$ cat src/rtl/char_wr_pkg.sv
// char_wr_pkg: shared states, ASCII constants, widths and address packing for char_line_writer
package char_wr_pkg;
  typedef enum logic [2:0] {IDLE, GRANT, CONV, WR_LABEL, WR_DIGIT, DONE} state_t;
  localparam logic [7:0] ASCII_SPACE = 8'h20;
  localparam logic [7:0] ASCII_ZERO = 8'h30;
  localparam int DEF_DIGITS = 5;
  localparam int BCD_W = 4 * DEF_DIGITS;
  localparam int VAL_W = 16;
  function automatic logic [13:0] pack_addr(input logic [6:0] line, input logic [6:0] col);
    return {line, col};
  endfunction
endpackage

$ cat src/rtl/char_line_writer_if.sv
// char_line_writer_if: request/value/label inputs and char-RAM write port of char_line_writer
interface char_line_writer_if #(
  parameter int NREQ = 3,
  parameter int LABEL_LEN = 12
);
  logic [NREQ-1:0] req;
  logic [NREQ*16-1:0] value;
  logic [NREQ*LABEL_LEN*8-1:0] label;
  logic [NREQ-1:0] ack;
  logic busy;
  logic wr_en;
  logic [13:0] wr_addr;
  logic [7:0] wr_data;
  modport master (output req, value, label, input ack, busy, wr_en, wr_addr, wr_data);
  modport slave (input req, value, label, output ack, busy, wr_en, wr_addr, wr_data);
endinterface

$ cat src/rtl/bin2bcd_seq.sv
// bin2bcd_seq: iterative shift/add-3 binary to BCD, one bit per cycle, start/done handshake
module bin2bcd_seq import char_wr_pkg::*; #(
  parameter int BW = BCD_W
) (
  input  logic             CLK,
  input  logic             reset,
  input  logic             start,
  input  logic [VAL_W-1:0] din,
  output logic             done,
  output logic [BW-1:0]    bcd
);
  logic [VAL_W-1:0] sh;
  logic [4:0] cnt;
  logic run;
  logic [BW-1:0] adj;
  always_comb begin
    adj = bcd;
    for (int i = 0; i < BW / 4; i++)
      adj[4*i +: 4] = bcd[4*i +: 4] >= 4'd5 ? bcd[4*i +: 4] + 4'd3 : bcd[4*i +: 4];
  end
  // done flags the last iteration, so the result is complete on the following cycle
  assign done = run && cnt == 5'(VAL_W - 1);
  always_ff @(posedge CLK or negedge reset)
    if (!reset) begin
      sh <= '0;
      cnt <= '0;
      run <= 1'b0;
      bcd <= '0;
    end else if (start) begin
      sh <= din;
      cnt <= '0;
      run <= 1'b1;
      bcd <= '0;
    end else if (run) begin
      bcd <= {adj[BW-2:0], sh[VAL_W-1]};
      sh <= sh << 1;
      cnt <= cnt + 5'd1;
      run <= !done;
    end
endmodule

$ cat src/rtl/char_line_writer.sv
// char_line_writer: round-robin line refresh writer (label + decimal value) into char RAM; CHAR_WR_LZB_EN blanks leading zeros
module char_line_writer import char_wr_pkg::*; #(
  parameter int NREQ = 3,
  parameter int LABEL_LEN = 12,
  parameter int DIGITS = DEF_DIGITS,
  parameter int LINE_STRIDE = 2
) (
  input logic CLK,
  input logic reset,
  char_line_writer_if.slave bus
);
  localparam int IW = NREQ > 1 ? $clog2(NREQ) : 1;
  localparam int LW = 8 * LABEL_LEN;
  localparam int BW = 4 * DIGITS;
  localparam int LAST = LABEL_LEN + DIGITS - 1;
  if (LABEL_LEN + DIGITS > 128) begin : g_len_chk
    $error("LABEL_LEN + DIGITS exceeds the 128 columns of a line");
  end
  state_t state, state_n;
  logic [6:0] col, col_n;
  logic [IW-1:0] idx, rr, sel;
  logic [LW-1:0] label_q;
  logic start, done, we_n, blank;
  logic [BW-1:0] bcd, dsh;
  logic [7:0] lsh, data_n;
  logic [13:0] addr_n;
  logic [NREQ-1:0] ack_n;
  int dp;
  always_comb begin
    sel = '0;
    for (int i = NREQ - 1; i >= 0; i--)
      if (bus.req[(int'(rr) + i) % NREQ]) sel = IW'((int'(rr) + i) % NREQ);
  end
  assign start = state == GRANT && |bus.req;
  bin2bcd_seq #(.BW(BW)) u_conv (
    .CLK,
    .reset,
    .start,
    .din(bus.value[int'(sel)*VAL_W +: VAL_W]),
    .done,
    .bcd
  );
  always_comb begin
    state_n = state;
    col_n = col;
    case (state)
      IDLE: state_n = |bus.req ? GRANT : IDLE;
      GRANT: state_n = |bus.req ? CONV : IDLE;
      CONV: begin
        col_n = '0;
        if (done) state_n = WR_LABEL;
      end
      WR_LABEL: begin
        col_n = col + 7'd1;
        if (col == 7'(LABEL_LEN - 1)) state_n = WR_DIGIT;
      end
      WR_DIGIT: begin
        col_n = col + 7'd1;
        if (col == 7'(LAST)) state_n = DONE;
      end
      default: state_n = IDLE;
    endcase
  end
  // outputs are registered from the next state so they line up with the state they describe
  always_comb begin
    dp = int'(col_n) - LABEL_LEN;
    lsh = 8'(label_q >> (8 * (LABEL_LEN - 1 - int'(col_n))));
    dsh = bcd >> (4 * (DIGITS - 1 - dp));
`ifdef CHAR_WR_LZB_EN
    blank = dsh == '0 && dp != DIGITS - 1;
`else
    blank = 1'b0;
`endif
    we_n = state_n == WR_LABEL || state_n == WR_DIGIT;
    addr_n = we_n ? pack_addr(7'(int'(idx) * LINE_STRIDE), col_n) : '0;
    data_n = !we_n ? 8'h00 : state_n == WR_LABEL ? lsh : blank ? ASCII_SPACE : ASCII_ZERO + {4'h0, dsh[3:0]};
    ack_n = state_n == DONE ? NREQ'(1) << idx : '0;
  end
  always_ff @(posedge CLK or negedge reset)
    if (!reset) begin
      state <= IDLE;
      col <= '0;
      idx <= '0;
      rr <= '0;
      label_q <= '0;
      bus.ack <= '0;
      bus.busy <= 1'b0;
      bus.wr_en <= 1'b0;
      bus.wr_addr <= '0;
      bus.wr_data <= '0;
    end else begin
      state <= state_n;
      col <= col_n;
      if (start) begin
        idx <= sel;
        rr <= sel == IW'(NREQ - 1) ? '0 : sel + IW'(1);
        label_q <= bus.label[int'(sel)*LW +: LW];
      end
      bus.ack <= ack_n;
      bus.busy <= state_n != IDLE;
      bus.wr_en <= we_n;
      bus.wr_addr <= addr_n;
      bus.wr_data <= data_n;
    end
endmodule
$ cat src/flat_wrapper.sv
// flat-port wrapper written by rule: the top's interface ports become plain ports
module char_line_writer_flat import char_wr_pkg::*;
#(
  parameter int NREQ = 3,
  parameter int LABEL_LEN = 12,
  parameter int DIGITS = DEF_DIGITS,
  parameter int LINE_STRIDE = 2
)
  (CLK, reset, bus_req, bus_value, bus_label, bus_ack, bus_busy, bus_wr_en, bus_wr_addr, bus_wr_data);
  char_line_writer_if #(.NREQ(NREQ), .LABEL_LEN(LABEL_LEN)) bus_i ();
  input logic CLK;
  input logic reset;
  input wire logic [$bits(bus_i.req)-1:0] bus_req;
  input wire logic [$bits(bus_i.value)-1:0] bus_value;
  input wire logic [$bits(bus_i.label)-1:0] bus_label;
  output wire logic [$bits(bus_i.ack)-1:0] bus_ack;
  output wire logic [$bits(bus_i.busy)-1:0] bus_busy;
  output wire logic [$bits(bus_i.wr_en)-1:0] bus_wr_en;
  output wire logic [$bits(bus_i.wr_addr)-1:0] bus_wr_addr;
  output wire logic [$bits(bus_i.wr_data)-1:0] bus_wr_data;
  assign bus_i.req = bus_req;
  assign bus_i.value = bus_value;
  assign bus_i.label = bus_label;
  assign bus_ack = bus_i.ack;
  assign bus_busy = bus_i.busy;
  assign bus_wr_en = bus_i.wr_en;
  assign bus_wr_addr = bus_i.wr_addr;
  assign bus_wr_data = bus_i.wr_data;
  char_line_writer #(.NREQ(NREQ), .LABEL_LEN(LABEL_LEN), .DIGITS(DIGITS), .LINE_STRIDE(LINE_STRIDE)) u_core (.CLK(CLK), .reset(reset), .bus(bus_i));
endmodule
$ cat config.mk
export PLATFORM = sky130hd
export DESIGN_NAME = char_line_writer_flat
export DESIGN_NICKNAME = d
export VERILOG_FILES = /design/src/rtl/char_wr_pkg.sv /design/src/rtl/char_line_writer_if.sv /design/src/rtl/bin2bcd_seq.sv /design/src/rtl/char_line_writer.sv /design/src/flat_wrapper.sv
export SDC_FILE = /design/constraint.sdc
export NUM_CORES = 1
export LEC_CHECK = 0
export ABC_CLOCK_PERIOD_IN_PS = 10100
export CELL_PAD_IN_SITES_DETAIL_PLACEMENT = 1
export CELL_PAD_IN_SITES_GLOBAL_PLACEMENT = 2
export CORE_MARGIN = 4
export CORE_UTILIZATION = 28
export DETAILED_ROUTE_END_ITERATION = 16
export GPL_ROUTABILITY_DRIVEN = 0
export HOLD_SLACK_MARGIN = 0.08
export PLACE_DENSITY_LB_ADDON = 0.3
export SLEW_MARGIN = 20
export SYNTH_ARGS = -nofsm -noshare
export SYNTH_HDL_FRONTEND = slang
export SYNTH_SLANG_ARGS = --single-unit
$ cat constraint.sdc
create_clock -name CLK -period 10.1 [get_ports CLK]
set_input_delay 2.02 -clock CLK [delete_from_list [all_inputs] [get_ports CLK]]
set_output_delay 2.02 -clock CLK [all_outputs]
set_load 0.02 [all_outputs]
## After elaboration in Yosys (flattened, before gate mapping)

Index checks and enable logic that the tools add are counted.

| storage, ports and cells | value |
|---|---|
| register bits after elaboration | 179 |

| cells by class | value |
|---|---|
| equality and inequality tests | 11 |
| shifts and indexed selects | 5 |
| reduce and logical (&&, ||, !) cells | 9 |
| $lt $le $gt $ge | 8 |
| multipliers | 1 |
| muxes and demuxes | 37 |
| div/mod/pow operators | 3 |
| $add $sub $neg | 14 |

Operators with widths:

| kind | number |
|---|---|
| 288-bit by 32-bit indexed part select with 96-bit output | 1 |
| 32-bit by 4-bit < comparator with 1-bit output (second input constant) | 3 |
| 96-bit by 32-bit right shift with 8-bit output | 1 |
| 32-bit by 3-bit remainder unit with 32-bit output (second input constant) | 2 |
| 48-bit by 7-bit indexed part select with 16-bit output | 1 |
| 20-bit two-way mux | 2 |
| 3-bit by 3-bit remainder unit with 32-bit output (second input constant) | 1 |
| 16-bit two-way mux | 2 |
| 20-bit by 32-bit right shift with 4-bit output | 1 |
| 4-bit by 30-bit subtractor with 30-bit output (first input constant) | 1 |
| 4-bit by 3-bit >= comparator with 1-bit output (second input constant) | 5 |
| 4-bit by 2-bit adder with 4-bit output (second input constant) | 4 |
| 4-bit two-way mux | 4 |
| 8-bit two-way mux | 2 |
| 3-bit two-way mux | 5 |
| 3-bit one-hot mux with 5 select lines | 1 |
| 7-bit one-hot mux with 2 select lines | 1 |
| 10-bit two-way mux | 1 |
| 2-bit two-way mux | 5 |
| 5-bit two-way mux | 2 |
| 3-bit by 2-bit == test with 1-bit output (second input constant) | 3 |
| 3-bit == test (second input constant) | 3 |
| 1-bit two-way mux | 9 |
| 4-bit by 7-bit subtractor with 8-bit output (first input constant) | 1 |
| other kinds (24) | 27 |

## Logic depth before layout (Yosys ltp)

| logic depth | value |
|---|---|
| depth after elaboration | 10 |
| gate-level depth with buffers | 21 |

## Modules after synthesis

From an unflattened synthesis, not the netlist that was laid out.

| unflattened totals | value |
|---|---|
| cell total of the unflattened synthesis | 1,228 |
| area total of the unflattened synthesis | 10,899.2 µm² |

By module, submodules not included:

| module | cells each | seq. area each (µm²) | area each (µm²) | times used |
|---|---|---|---|---|
| char_line_writer | 994 | 3,303.2 | 8,622.0 | 1 |
| bin2bcd_seq | 234 | 1,051.0 | 2,277.2 | 1 |

## Least setup slack after synthesis

No wires, ideal clock.

| path | value |
|---|---|
| path type | register to register |
| start point | register u_core.col[1] |
| end point | register u_core.bus.wr_data[0] |
| setup time | 0.095 ns |
| buffers on the path | 2 |
| period minus slack after synthesis | 3.984 ns |
| setup slack | 6.116 ns |
| cell stages (with the launch flop) | 22 |
| arrival time | 3.889 ns |
| cell sequence | dfrtp_1 -> ha_1 -> nor4bb_1 -> o21ai_0 -> and3_1 -> buf_4 -> clkinv_1 -> clkbuf_1 -> ha_1 -> inv_1 -> nor2_1 -> nand2b_1 -> a21oi_1 -> nand2_1 -> ha_1 -> nand2_1 -> nor4_1 -> nand3_1 -> nor2_1 -> and4b_1 -> o31ai_1 -> o31ai_1 |

| on the way | value |
|---|---|
| word-level cells in the longest chain between the ends | 8 |
| elaborated cells between the ends (all ways) | 18 |
| those cells by class | 5 x add/sub; 4 x eq/ne; 2 x shift; 6 x mux; 1 x reduce/logical |

Ends and longest elaborated chain:

| what | RTL line | text |
|---|---|---|
| from (decl) | char_line_writer.sv:20 | `logic [6:0] col, col_n;` |
| from (signal assigned) | char_line_writer.sv:93 | `col <= col_n;` |
| 7-bit by 1-bit adder with 7-bit output * | char_line_writer.sv:54, char_line_writer.sv:58 |  |
| 7-bit one-hot mux with 2 select lines * | char_line_writer.sv:46 | `case (state)` |
| via u_core.col_n[2] | char_line_writer.sv:20 |  |
| 7-bit by 4-bit subtractor with 8-bit output | char_line_writer.sv:66 | `dp = int'(col_n) - LABEL_LEN;` |
| 4-bit by 30-bit subtractor with 30-bit output | char_line_writer.sv:68 | `dsh = bcd >> (4 * (DIGITS - 1 - dp));` |
| 20-bit by 32-bit right shift with 4-bit output | char_line_writer.sv:68 |  |
| 6-bit by 4-bit adder with 7-bit output | char_line_writer.sv:76 | `data_n = !we_n ? 8'h00 : state_n == WR_LABEL ? lsh : blank ? ASCII_SPACE : ASCII_ZERO + {4'h0, dsh[3:0]};` |
| 8-bit two-way mux * (2 in a row) | char_line_writer.sv:76 |  |
| via u_core.data_n[0] | char_line_writer.sv:25 | `logic [7:0] lsh, data_n;` |
| to (signal assigned) | char_line_writer.sv:103 | `bus.wr_data <= data_n;` |
| to (decl) | char_line_writer_if.sv:15 | `modport slave (input req, value, label, output ack, busy, wr_en, wr_addr, wr_data);` |

The timed path passes the listed nets; every way through them passes the cells marked *.
A chain may end at the register's enable or synchronous reset.

## Final worst setup path

| path | value |
|---|---|
| start point | register u_core.col[0] |
| end point | register u_core.bus.wr_data[1] |

| on the way | value |
|---|---|
| word-level cells in the longest chain between the ends | 8 |
| elaborated cells between the ends (all ways) | 18 |
| those cells by class | 5 x add/sub; 4 x eq/ne; 2 x shift; 6 x mux; 1 x reduce/logical |

Ends and longest elaborated chain:

| what | RTL line |
|---|---|
| 7-bit by 1-bit adder with 7-bit output | char_line_writer.sv:54, char_line_writer.sv:58 |
| 7-bit one-hot mux with 2 select lines | char_line_writer.sv:46 |
| 7-bit by 4-bit subtractor with 8-bit output | char_line_writer.sv:66 |
| 4-bit by 30-bit subtractor with 30-bit output | char_line_writer.sv:68 |
| 20-bit by 32-bit right shift with 4-bit output | char_line_writer.sv:68 |
| 6-bit by 4-bit adder with 7-bit output | char_line_writer.sv:76 |
| 8-bit two-way mux | char_line_writer.sv:76 |
| 8-bit two-way mux * | char_line_writer.sv:76 |
| via u_core.data_n[1] | char_line_writer.sv:25 |

Marked as above.

==> flow_summary.ini <==
[sta]
min_period_ps = 5300
skew_ps = 8.37
setup_slack_ps = 4800
slew_headroom = 0.303
period_share = 0.525
rsz0062_at_grt = no
setup_viol = 0
hold_slack_ps = 480
maxSlewViolCount = 0
hold_violations = 0
fmaxAchievable_mhz = 189
worstMarginPinSlew_ps = 1040
setup_tns_ps = 0

[grt]
grt_util_all_layers = 0.182
grt_antenna_before_repair = 1
grt_pass1_vias = 11000
grt_overflow = 0
grt_max_degree = 117
grt_pass1_wl_um = 61000

[placed_design]
io_buffers = 362
dpl.hpwl_um = 30500
dp_slack_ps = 4340
place_area_um2 = 15000

[route]
first_iter_violations = 444
drtPass1Iterations = 5
wl_per_cell_um = 18.5
routed_via_density = 4.84
drc = 0
via_count = 10400
routed_wl_um = 39900
antenna_left = 0

[outcome]
outcome = finished, final reports clean

[die]
row_count = 72
core_um2 = 38900
die-area_um2 = 42800
ioPinCount = 368
die_height_um = 207
fp.dieW_um = 207
start_util = 0.285

[yosys]
synth_seq_area_share = 0.393
synth_edf_count = 0
yosysMostFrequentCell = nand2_1
synth_ff_type = dfrtp_1
async_flop_share = 1.00
synth_top_cell_area_share = 0.393
yosys_warnings = 0
syn_inst = 1331
avgSynthCellArea_um2 = 8.33
ys_ff_latch = 174
ys_top_cells_by_area = dfrtp_1 (39%), mux2i_1 (13%), o21ai_0 (10%)
synth_common_cells = nand2_1 (294), o21ai_0 (222), dfrtp_1 (174)
netlist_area_um2 = 11100
ys_types = 68
yosys.area.top_type = dfrtp_1

[setup_path]
cp-start-kind = flop
crit_family = simple AND/OR/NAND/NOR gates
path_class = flop to flop
critPathRequiredTime_ps = 10420
r2r_start = u_core.col[0]
critPathLaunch = u_core.col[0]
critPathBufInv = 1
crit_chain = ha_1 -> nor4bb_1 -> o21ai_0 -> and3_1 -> clkinv_1 -> ha_1 -> nor2_1 -> nand2_1 -> a21oi_1 -> nand2_1 -> ha_1 -> nand2_1 -> nor4_1 -> nand3_1 -> nor2_1 -> and4b_1 -> o31ai_1 -> o31ai_1
critPathMaxFanout = 14
critPathArrivalTime_ps = 5620
worst_path_largest_cell_delay_ps = 630
critPathSlowestCell = clkinv_1
cp-end-kind = flop

[final_layout]
nets = 1990
multi_input_area_um2 = 6180
final_layout_size_suffix_gt1_frac = 0.0392
syn2layout_area_growth_pct = 41.4
antenna-diode-count = 0
design_area_um2 = 15700
fillers = 4603
seq_area_um2 = 4360

[clock_tree]
h-tree-depth = 4
cts_root_buffer = clkbuf_16
cts_hold_buf = 0
cts_made_buffers = 17
postCtsSetupRepairBufs = 0
clk_pin_slew_ps = 70
clock_latency_ps = 440
cts_resized = 0
cts.sinks = 174
cts_tree = yes
clockBufferDepth = 2

[power]
peakVddDrop_mv = 0.132
power_density_nw_per_um2 = 256
leakagePower_uw = 0.00733

[run]
max_cap_viol_count = 0

[min_path]
hp-class = flop to flop
hp-start = u_core.label_q[3]
-- path summary, 6_finish.rpt --
path / slack (ps) / endpoint / cells past startpoint
setup / recovery: 4800 / u_core.bus.wr_data[1] / 18
hold / removal: 480 / u_core.label_q[3] / 2
setup reg to reg: 4800 / u_core.bus.wr_data[1] / 18
hold reg to reg: 480 / u_core.label_q[3] / 2
max in group asynchronous: 6920 / u_core.label_q[24] / 2
min in group asynchronous: 1690 / u_core.u_conv.sh[13] / 1
-- state kept, by name, indices dropped and copies added (netlist names), 3 cells and up --
signal              count
u_core.bus.wr_data      8
u_core.bus.ack          3
u_core.u_conv.cnt       5
u_core.label_q         96
u_core.u_conv.sh       16
u_core.bus.wr_addr      9
u_core.col              7
u_core.state            3
u_core.u_conv.bcd      20
-- tightest hold or removal path, stage by stage, from the launching register on --
cell,delay (ps)
dfrtp_1,340
nand2_1,50
o21ai_0,60
-- layer usage --
layer | routed length, µm | GRT usage | share of wire
met1 | 17800 | 0.239 | 0.44
met4 | 615 | 0.0446 | 0.015
met5 | 13 | 0 | 0.00033
met2 | 19600 | 0.309 | 0.49
met3 | 1890 | 0.0381 | 0.047
-- layout make-up --
class,count,area share
clock buffer,21,0.0288
clock inverter,11,0.0137
inverter,28,0.00679
multi-input combinational,1027,0.395
sequential,174,0.278
tap,518,0.0414
timing repair buffer,373,0.237
-- kinds of logic after synthesis --
family                   after synthesis  share of synthesized area
AO/OA/AOI/OAI                        351                      0.177
XOR/XNOR                              16                     0.0133
adder cells (fa/ha/maj)               29                     0.0325
buffers and inverters                134                     0.0534
flip-flops                           174                      0.393
multiplexers                         152                      0.142
other                                  1                   0.000338
AND/OR/NAND/NOR                      474                      0.188
-- per-stage QoR --
stage | power [µW] | utilization | std cells
after global routing | 4390 | 0.403 | 2152
after CTS | 4080 | 0.403 | 2152
after detailed placement | 3310 | 0.385 | 2120
final | 4010 | 0.403 | 2152
after floorplan | 2610 | - | 1335
after global placement | 3250 | 0.385 | 2120
-- placed cells by master, fill, tap and decap left out, types with 4 or more instances in the layout --
cell             count
inv_1               26
a21oi_1             62
o31ai_1              7
bufinv_16            6
nor2_1              73
nand2b_1            10
dfrtp_1            173
or3_1                4
nor2b_1              6
a211oi_1            12
mux4_2               4
conb_1               5
a21o_1               5
a311oi_1            12
buf_4               11
o21ai_1              7
clkbuf_16           17
ha_1                28
clkdlybuf4s50_1    361
nand3_1             28
nand2_1            294
nor3_1               7
nor4_1               4
nand4b_1             4
mux2i_1            146
xnor2_1             10
o211ai_1             5
o21ai_0            221
and3_1              12
nor3b_1             12
xor2_1               5
-- where the power goes --
group	switching, µW	internal (µW)
clock	282	470
sequential	229	1000
combinational	1200	834
Power figures use the tool's default switching activity.
